## src/rtl/io_map_pkg.sv

```systemverilog
// io_map_pkg: shared constants for the output-port write path.
//   - word indices (addr[7:2]) of the three output-port registers
//   - FSM state encoding used by io_write_arb
//   - is_io_port(): decodes a word index against the port map
package io_map_pkg;

  localparam logic [5:0] IO_PORT0_IDX = 6'h20;
  localparam logic [5:0] IO_PORT1_IDX = 6'h21;
  localparam logic [5:0] IO_PORT2_IDX = 6'h22;

  typedef enum logic [1:0] {
    ST_IDLE  = 2'd0,
    ST_WRITE = 2'd1,
    ST_GAP   = 2'd2
  } io_state_t;

  function automatic logic is_io_port(input logic [5:0] word_idx);
    return (word_idx == IO_PORT0_IDX) ||
           (word_idx == IO_PORT1_IDX) ||
           (word_idx == IO_PORT2_IDX);
  endfunction

endpackage

```

## src/rtl/io_rr_pick.sv

```systemverilog
// io_rr_pick: 2-way round-robin pick.
//   req0, req1  : pending requests
//   last_grant  : index of the requester granted most recently
//   grant       : index to grant (only meaningful when req0|req1)
// A single request always wins; on a tie the requester not granted last wins.
module io_rr_pick (
  input  logic req0,
  input  logic req1,
  input  logic last_grant,
  output logic grant
);

  always_comb begin
    grant = 1'b0;
    if (req0 && req1) begin
      grant = ~last_grant;
    end else begin
      grant = req1;
    end
  end

endmodule

```

## src/rtl/io_write_arb.sv

```systemverilog
// io_write_arb: arbitrates two write requesters onto the output-port register
// bank. Each accepted write takes IDLE -> WRITE -> GAP, so at most one write
// every 3 cycles. Writes to addresses outside the port map are acknowledged
// but not issued, and counted in drop_cnt.
//   io_clk, resetn          : clock, asynchronous active-low reset
//   req0/addr0/data0        : requester 0 (CPU MEM stage)
//   req1/addr1/data1        : requester 1 (aux/debug master)
//   ack0, ack1              : one-cycle write-committed pulse (WRITE cycle)
//   io_addr, io_data, io_we : registered write port to the register bank
//   busy                    : FSM not in IDLE
//   drop_cnt                : saturating count of rejected writes
module io_write_arb
  import io_map_pkg::*;
(
  input  logic        io_clk,
  input  logic        resetn,
  input  logic        req0,
  input  logic [31:0] addr0,
  input  logic [31:0] data0,
  input  logic        req1,
  input  logic [31:0] addr1,
  input  logic [31:0] data1,
  output logic        ack0,
  output logic        ack1,
  output logic [31:0] io_addr,
  output logic [31:0] io_data,
  output logic        io_we,
  output logic        busy,
  output logic [7:0]  drop_cnt
);

  io_state_t   state;
  logic        last_grant;
  logic        pick;
  logic [31:0] sel_addr;
  logic [31:0] sel_data;
  logic        sel_valid;

  io_rr_pick u_pick (
    .req0       (req0),
    .req1       (req1),
    .last_grant (last_grant),
    .grant      (pick)
  );

  always_comb begin
    sel_addr  = pick ? addr1 : addr0;
    sel_data  = pick ? data1 : data0;
    sel_valid = is_io_port(sel_addr[7:2]);
  end

  assign busy = (state != ST_IDLE);

  // io_we/ack are set on the edge into WRITE so they are high exactly during
  // the WRITE cycle; requests are only sampled in IDLE, so a request raised
  // in WRITE or GAP simply waits.
  always_ff @(posedge io_clk or negedge resetn) begin
    if (!resetn) begin
      state      <= ST_IDLE;
      last_grant <= 1'b1;
      io_addr    <= '0;
      io_data    <= '0;
      io_we      <= 1'b0;
      ack0       <= 1'b0;
      ack1       <= 1'b0;
      drop_cnt   <= '0;
    end else begin
      case (state)
        ST_IDLE: begin
          if (req0 || req1) begin
            state      <= ST_WRITE;
            last_grant <= pick;
            io_addr    <= sel_addr;
            io_data    <= sel_data;
            io_we      <= sel_valid;
            ack0       <= ~pick;
            ack1       <= pick;
            if (!sel_valid && (drop_cnt != '1)) begin
              drop_cnt <= drop_cnt + 8'd1;
            end
          end
        end
        ST_WRITE: begin
          state <= ST_GAP;
          io_we <= 1'b0;
          ack0  <= 1'b0;
          ack1  <= 1'b0;
        end
        ST_GAP: begin
          state <= ST_IDLE;
        end
        default: begin
          state <= ST_IDLE;
          io_we <= 1'b0;
          ack0  <= 1'b0;
          ack1  <= 1'b0;
        end
      endcase
    end
  end

endmodule

```

## config.mk

```make
export PLATFORM = sky130hd
export DESIGN_NAME = io_write_arb
export DESIGN_NICKNAME = d
export VERILOG_FILES = /design/src/rtl/io_map_pkg.sv /design/src/rtl/io_rr_pick.sv /design/src/rtl/io_write_arb.sv
export SDC_FILE = /design/constraint.sdc
export NUM_CORES = 1
export LEC_CHECK = 0
export CORE_AREA = 5 5 116 90
export DETAILED_ROUTE_END_ITERATION = 16
export DIE_AREA = 0 0 121 95
export PLACE_DENSITY = 0.88
export RECOVER_POWER = 25
export SLEW_MARGIN = 30
export SYNTH_ARGS = -nofsm -noshare
export SYNTH_HDL_FRONTEND = slang
export SYNTH_SLANG_ARGS = --single-unit
export TNS_END_PERCENT = 20
```

## constraint.sdc

```tcl
create_clock -name io_clk -period 2.2 [get_ports io_clk]
set_input_delay 0.44 -clock io_clk [delete_from_list [all_inputs] [get_ports io_clk]]
set_output_delay 0.44 -clock io_clk [all_outputs]
set_load 0.02 [all_outputs]
```

Word-level counts from Yosys, hierarchy flattened. Index checks and enable logic that the tools add are counted.

Input bits: 132. Bits in registers: 78. Logic and storage cells: 41.

Multiplexer cells: 11. Bitwise gates (word level): 3. $add $sub $neg: 1. Reduce and logical (&&, ||, !) cells: 11. Equal/unequal tests: 7.

Operator list (count): 2-to-1 mux 32 bit (2); equality test 6 bit (second input constant) (3); adder 8 x 1 -> 8 bit (second input constant) (1); != test 8 bit (second input constant) (1); one-hot mux 1 bit (2 select lines) (3); 2-to-1 mux 1 bit (4); one-hot mux 2 bit (2 select lines) (1); AND reduction 2 bit (2); logical OR 1 bit (3); inverter 1 bit (3); AND reduction 3 bit (1); equality test 2 x 1 -> 1 bit (second input constant) (1); equality test 2 bit (second input constant) (1); logical AND 1 bit (2); zero test 2 bit (1); 2-to-1 mux 2 bit (1); != test 2 bit (second input constant) (1); nonzero test 2 bit (1); zero test 1 bit (1).

Logic depth before layout (Yosys ltp). Gate-level depths: netlist (run 1).

Word-level depth: 9. Gate-level depth with buffers: 8. Gate-level depth less buffers: 6.

Cells and area by module. A second synthesis (run 1) with hierarchy kept.

Cell total of the unflattened synthesis: 335. Area, all modules: 3651.0 µm².

Modules (own cells, without submodules): io_write_arb (cells an instance 334, instances 1, sequential area each 1953.1 µm², area an instance 3639.7 µm²); io_rr_pick (cells an instance 1, instances 1, sequential area each 0.0 µm², area an instance 11.3 µm²).

Least setup slack after synthesis (run 1). Ideal clock, no wire load.

Path kind: register to register. Start point: register state[0]. End point: register drop_cnt[1]. Stages on the path, launching flop included: 8. Arrival: 1779 ps. Setup time: 128 ps. Slack: 293 ps. Data required time: 2072 ps. Path through: dfrtp_1 > or2_1 > or2_1 > buf_2 > clkinv_2 > o211ai_4 > nor2_1 > mux2_1.

Word-level cells in the longest chain between the ends: 2.

Ends and longest elaborated chain: start, declared (RTL line io_write_arb.sv:32) `io_state_t state;`; start signal, assigned (RTL line io_write_arb.sv:59) `state <= ST_IDLE;`; start signal, assigned (RTL line io_write_arb.sv:71) `state <= ST_WRITE;`; start signal, assigned (RTL line io_write_arb.sv:84) `state <= ST_GAP;`; zero test 2 bit (RTL line io_write_arb.sv:68) `case (state)`; AND reduction 3 bit (no line); end signal, assigned (RTL line io_write_arb.sv:79) `drop_cnt <= drop_cnt + 8'd1;`; end, declared (RTL line io_write_arb.sv:29) `output logic [7:0] drop_cnt`.

No other way between the ends. A chain may end at the register's enable or synchronous reset.

Worst setup path in the final report (run 1).
Start point: register state[0]. End point: output busy.

Word-level cells in the longest chain between the ends: 1.

Ends and longest elaborated chain: nonzero test 2 bit (RTL line io_write_arb.sv:52) `assign busy = (state != ST_IDLE);`; end, declared (RTL line io_write_arb.sv:28) `output logic busy,`.

No other way between the ends.

==> impl_metrics.py, run 1 <==
metrics = {
    "outcome": {
        "status": "finished, final reports clean",
    },
    "placed_design": {
        "dp_hpwl_um": 8680,
        "io_buffers": 207,
        "routabilityCongestion": 0.840,
    },
    "critical_path": {
        "slowest_delay_ns": 0.58,
        "worst_ep_required_time_ns": 1.76,
        "cp-startpoint": "state[0]",
        "r2r_cells": 7,
        "r2r-start": "state[0]",
        "cp_cell_sequence": "or2_1 -> clkdlybuf4s50_1",
        "cp-endpoint": "busy",
        "critical_path_class": "flop to output port",
        "r2r_slack_ns": 0.22,
        "path_max_fanout": 5,
        "end_kind": "output port",
        "cp-start-kind": "flop",
        "crit_slowest_cell": "clkdlybuf4s50_1",
        "timing.rr.end": "drop_cnt[3]",
        "worstPathArrival_ns": 1.64,
    },
    "pwr": {
        "p_leak_nw": 2.64,
        "power.density_nw_per_um2": 1480,
        "ir_drop_mv": 0.765,
    },
    "die": {
        "core-area_um2": 9350,
        "ios": 208,
        "initial_utilization_pct": 35.3,
        "die_w_um": 121,
        "rows": 31,
        "dieArea_um2": 11500,
        "die_h_um": 95,
    },
    "routing": {
        "dr.pass1.iters": 8,
        "drtAntennaViolNets": 0,
        "drc": 0,
        "vias_per_cell": 5.18,
        "vias": 3266,
        "wire_per_inst_um": 18.0,
        "finalWirelength_um": 11300,
        "drt_iter0_markers": 362,
    },
    "timing": {
        "final.setup.tns_ns": 0,
        "hold_viol": 0,
        "tightest_slew_ns": 0.993,
        "period_needed_ns": 2.08,
        "setup_viol": 0,
        "relSlewSlack_pct": 33.8,
        "finalCritPeriodShare_pct": 94.4,
        "finalMaxSlewViolations": 0,
        "clock_skew_ns": 0.00521,
        "fmax_ghz": 0.481,
        "rsz0062_at_grt": "no",
    },
    "clocking": {
        "clk_path_buf_depth": 2,
        "root_buffer": "clkbuf_16",
        "htreeDepth": 3,
        "clkLatencyLatePin_ns": 0.33,
        "clk_pin_slew_ns": 0.06,
        "cts_sinks": 78,
        "ctsHoldBuffers": 0,
        "numCtsBuffers": 9,
        "post-cts-setup-buffers": 0,
        "ctsResizeCount": 0,
        "cts_tree": "done",
    },
    "cells_and_area": {
        "diodes": 0,
        "layout-drive-gt1-share_pct": 7.63,
        "nNetsFinal": 626,
        "finish.utilization_pct": 63.4,
        "syn2layout_area_growth_pct": 79.5,
    },
    "logic_synthesis": {
        "synth-seq-cells": 78,
        "avgSynthCellArea_um2": 11.6,
        "yosys_warnings": 0,
        "seq_area_frac_synth_pct": 59.2,
        "synthDistinctLibCells": 30,
        "syn_nets": 417,
        "synthCells": 284,
        "synth.cell_area_um2": 3300,
    },
    "global_route": {
        "track_usage_pct": 19.3,
        "overflow": 0,
        "grt_pass1_wl_um": 17400,
        "grt_max_degree": 42,
        "grt_antenna_before_repair": 0,
        "grt_pass1_vias": 3534,
    },
    "worst_hold_path": {
        "hp-class": "primary input to async pin",
    },
    "run": {
        "cap_violations": 0,
    },
}
-- per-layer routing --
metal  global-route usage, %  wire (µm)
met1                    21.6       4170
met2                    33.8       5760
met3                    7.60       1190
met4                    6.32        230
met5                       0          0
-- through the flow --
stage                     worst slack [ns]  total power [mW]  area (µm²)  instances  hold slack, ns
final                                0.122              8.78        5920        630           0.266
after global routing                0.0735              9.31        5920        630           0.345
after CTS                            0.106              8.87        5920        630          0.0868
after detailed placement           -0.0990              7.23        5600        614           0.447
after global placement              0.0122              7.04        5600        614           0.434
after floorplan                      0.293              4.93        3300        284           0.144
-- worst max-delay path, delay by kind of cell (launching register included) --
kind	cells	cell delay [ns]
flip-flops	1	0.41
AND/OR/NAND/NOR	1	0.32
buffers and inverters	1	0.58
-- registers in the layout (all words and copies together) (netlist names) --
name	cells
io_we	1
io_data	32
last_grant	1
ack1	1
state	2
ack0	1
io_addr	32
drop_cnt	8
-- where the power goes --
part / switching (mW) / internal [mW]
Combinational: 2.31 / 2.24
Clock: 0.563 / 1.02
Sequential: 0.485 / 2.17
Total: 3.36 / 5.42
-- layout by cell type (no fill, tap or decap), types with 5 or more instances in the layout --
master | Yosys | final
clkdlybuf4s50_1 | 0 | 206
buf_4 | 3 | 6
a222oi_1 | 58 | 58
dfrtp_1 | 77 | 77
xor2_1 | 6 | 6
nor2_1 | 8 | 7
o21ai_1 | 7 | 7
nand3_1 | 5 | 5
buf_12 | 0 | 5
mux2i_1 | 6 | 6
inv_1 | 59 | 59
clkbuf_16 | 0 | 9
nand2_1 | 14 | 14
-- worst min path at each step --
stage	to	slack, ns
3_5_place_dp	drop_cnt[7]	0.45
5_1_grt	drop_cnt[7]	0.35
3_3_place_gp	drop_cnt[7]	0.43
2_1_floorplan	ack0	0.14
4_1_cts	drop_cnt[0]	0.09
6_report	drop_cnt[0]	0.27
-- cells by family after synthesis --
| group | count (synthesis) | share of synthesized area [%] |
|---|---|---|
| buffers and inverters | 80 | 9.63 |
| DFF | 78 | 59.2 |
| AOI/OAI and AO/OA | 73 | 20.9 |
| and+or+nand+nor | 39 | 6.18 |
| muxes | 7 | 2.16 |
| xor gates and xnor gates | 6 | 1.59 |
| adders and majority gates | 1 | 0.379 |
-- Yosys cell counts --
library cell   n  share of area (%)
a21boi_2       1               0.34
a21o_1         1               0.23
a21oi_1        1               0.15
a222oi_1      58                 18
buf_2          4               0.61
buf_4          3               0.68
clkbuf_1      13                1.5
clkinv_2       1               0.15
dfrtp_1       77                 58
dfstp_2        1               0.80
ha_1           1               0.38
inv_1         59                6.7
mux2_1         1               0.34
mux2i_1        6                1.8
nand2_1       14                1.6
nand3_1        5               0.76
nand4_1        1               0.19
nor2_1         8               0.91
nor2_2         1               0.19
nor2b_1        1               0.19
nor3_1         2               0.30
nor4_2         3                1.1
nor4b_1        2               0.53
o211ai_1       1               0.23
o211ai_4       1               0.64
o21ai_0        2               0.30
o21ai_1        7                1.1
o32a_1         1               0.30
or2_1          2               0.38
xor2_1         6                1.6
-- final cells by class --
| cell class | count | area [µm²] |
|---|---|---|
| Clock inverter | 6 | 85.1 |
| Sequential cell | 78 | 1950 |
| Tap cell | 132 | 165 |
| Timing Repair Buffer | 218 | 2210 |
| Fill cell | 728 | 3430 |
| Clock buffer | 10 | 239 |
| Multi-Input combinational cell | 126 | 1040 |
| Inverter | 60 | 226 |
Note: power is estimated with default switching activity, not from simulation.
==> run 2: changes to the inputs <==
HOLD_SLACK_MARGIN = 0.08   (was unset)
==> results of run 2 <==
The final DEF is identical to that of run 1; final timing and power are the same.
==> run 3: changes to the inputs <==
CELL_PAD_IN_SITES_DETAIL_PLACEMENT = 1   (was unset)
CELL_PAD_IN_SITES_GLOBAL_PLACEMENT = 2   (was unset)
CORE_AREA = 5 5 151 117   (was 5 5 116 90)
DIE_AREA = 0 0 156 122   (was 0 0 121 95)
SETUP_SLACK_MARGIN = 0.3   (was unset)
==> impl_metrics.py, run 3 (synthesis gave the netlist of run 1 again) <==
metrics = {
    "cells_and_area": {
        "syn2layout_area_growth_pct": 83.2,
        "final_common_cell": "clkdlybuf4s50_1",
        "post-route-cell-area_um2": 6040,
        "layout_common_cells": "204 x clkdlybuf4s50_1, 77 x dfrtp_1, 59 x inv_1, 58 x a222oi_1, 14 x nand2_1",
        "layout-drive-gt1-share_pct": 7.98,
        "layout.cells.non_filler": 716,
        "diodes": 0,
        "finish.utilization_pct": 37.2,
        "reg.largest.list": "io_addr: 32 flops, io_data: 32 flops, drop_cnt: 8 flops",
        "nNetsFinal": 629,
    },
    "global_route": {
        "grt_pass1_wl_um": 19100,
        "track_usage_pct": 12.9,
        "grt_pass1_vias": 3582,
        "grt_antenna_before_repair": 0,
        "overflow": 0,
        "grt_max_degree": 48,
    },
    "critical_path": {
        "r2r_slack_ns": 0.39,
        "path_max_fanout": 6,
        "crit_slowest_cell": "clkdlybuf4s50_1",
        "timing.rr.end": "drop_cnt[3]",
        "worstPathArrival_ns": 1.43,
        "cp-start-kind": "flop",
        "r2r-start": "state[0]",
        "cp-startpoint": "drop_cnt[3]",
        "r2r_cells": 7,
        "cp_cell_sequence": "clkdlybuf4s50_1",
        "slowest_delay_ns": 0.64,
        "critical_path_class": "flop to output port",
        "worst_ep_required_time_ns": 1.76,
        "end_kind": "output port",
        "path_buf_inv": 1,
        "crit_family": "buffers and inverters",
    },
    "clocking": {
        "clk_path_buf_depth": 2,
        "clk_pin_slew_ns": 0.06,
        "root_buffer": "clkbuf_16",
        "clkLatencyLatePin_ns": 0.34,
        "numCtsBuffers": 9,
        "htreeDepth": 3,
        "cts_sinks": 78,
        "cts_tree": "done",
    },
    "routing": {
        "vias": 3294,
        "drc": 0,
        "finalWirelength_um": 12400,
        "dr.pass1.iters": 8,
        "wire_per_inst_um": 17.3,
        "drt_iter0_markers": 315,
        "drtAntennaViolNets": 0,
        "vias_per_cell": 4.60,
    },
    "pwr": {
        "p_total_mw": 8.75,
        "p_leak_nw": 2.67,
        "power.density_nw_per_um2": 1450,
        "ir_drop_mv": 0.519,
    },
    "placed_design": {
        "dpl.cell_count": 698,
        "routabilityCongestion": 0.788,
        "dp_hpwl_um": 9710,
        "pre_cts_ws_ns": -0.0694,
        "post_dp_cell_area_um2": 5730,
        "io_buffers": 207,
    },
    "worst_hold_path": {
        "holdPathStages": 1,
        "hp-class": "flop to flop",
        "min_to": "state[1]",
        "hp-start": "state[1]",
    },
    "timing": {
        "hold_viol": 0,
        "worst_slack_ns": 0.326,
        "fmax_ghz": 0.534,
        "finalCritPeriodShare_pct": 85.2,
        "rsz0062_at_grt": "yes",
        "setup_viol": 0,
        "clock_skew_ns": 0.00394,
        "relSlewSlack_pct": 42.7,
        "final.setup.tns_ns": 0,
        "finalMaxSlewViolations": 0,
        "tightest_slew_ns": 0.860,
        "period_needed_ns": 1.87,
        "whs_ns": 0.490,
    },
    "run": {
        "cap_violations": 0,
    },
    "die": {
        "die_w_um": 156,
        "core-area_um2": 16300,
        "initial_utilization_pct": 20.3,
        "die_h_um": 122,
        "rows": 41,
        "ios": 208,
        "dieArea_um2": 19000,
    },
    "outcome": {
        "status": "finished, final reports clean",
    },
}
==> run 3: changes by cell type in the layout (fill, tap and decap cells not counted), moves of 2 or more <==
cell	change
clkinv_4	+2
clkdlybuf4s50_1	-2
or2_4	+2
clkinvlp_4	-2
==> run 3: report_power, final <==
| part | total, mW | internal, mW | switching (mW) |
|---|---|---|---|
| Sequential | 2.65 | 2.17 | 0.487 |
| Clock | 1.47 | 0.877 | 0.597 |
| Combinational | 4.62 | 2.28 | 2.34 |
==> run 3: worst max-delay path by stage <==
| stage | cells after the start | to |
|---|---|---|
| global route | 1 | drop_cnt[3] |
| floorplan | 7 | drop_cnt[1] |
| CTS | 1 | drop_cnt[3] |
| detailed placement | 6 | io_addr[8] |
| global placement | 6 | io_addr[29] |
| finish | 1 | drop_cnt[3] |
==> run 3: metal layers <==
layer,vias up,global-route usage (%),part of all wire [%]
li1,1492,-,-
met1,1639,14.6,39
met2,145,21.4,49
met3,18,5.75,10
met4,0,4.76,1.9
met5,-,0,0
==> run 3: repair_timing <==
| action | CTS | global route |
|---|---|---|
| endpoints found under the hold margin | 31 | 0 |
| gates resized for setup | 4 | 1 |
| hold buffers | 1 | 0 |
| pin swaps | 1 | 0 |
| endpoints found under the setup margin | 63 | 9 |
| buffers inserted | 1 | 0 |
==> run 3: area by class of cell <==
class / instances / area [µm²]
flip-flops and latches: 78 / 1950
clock buffers: 10 / 229
inverters: 60 / 226
well taps: 215 / 269
repair buffers: 221 / 2260
multi-input cells: 126 / 1050
fillers: 1802 / 10200
clock inverters: 6 / 62.6
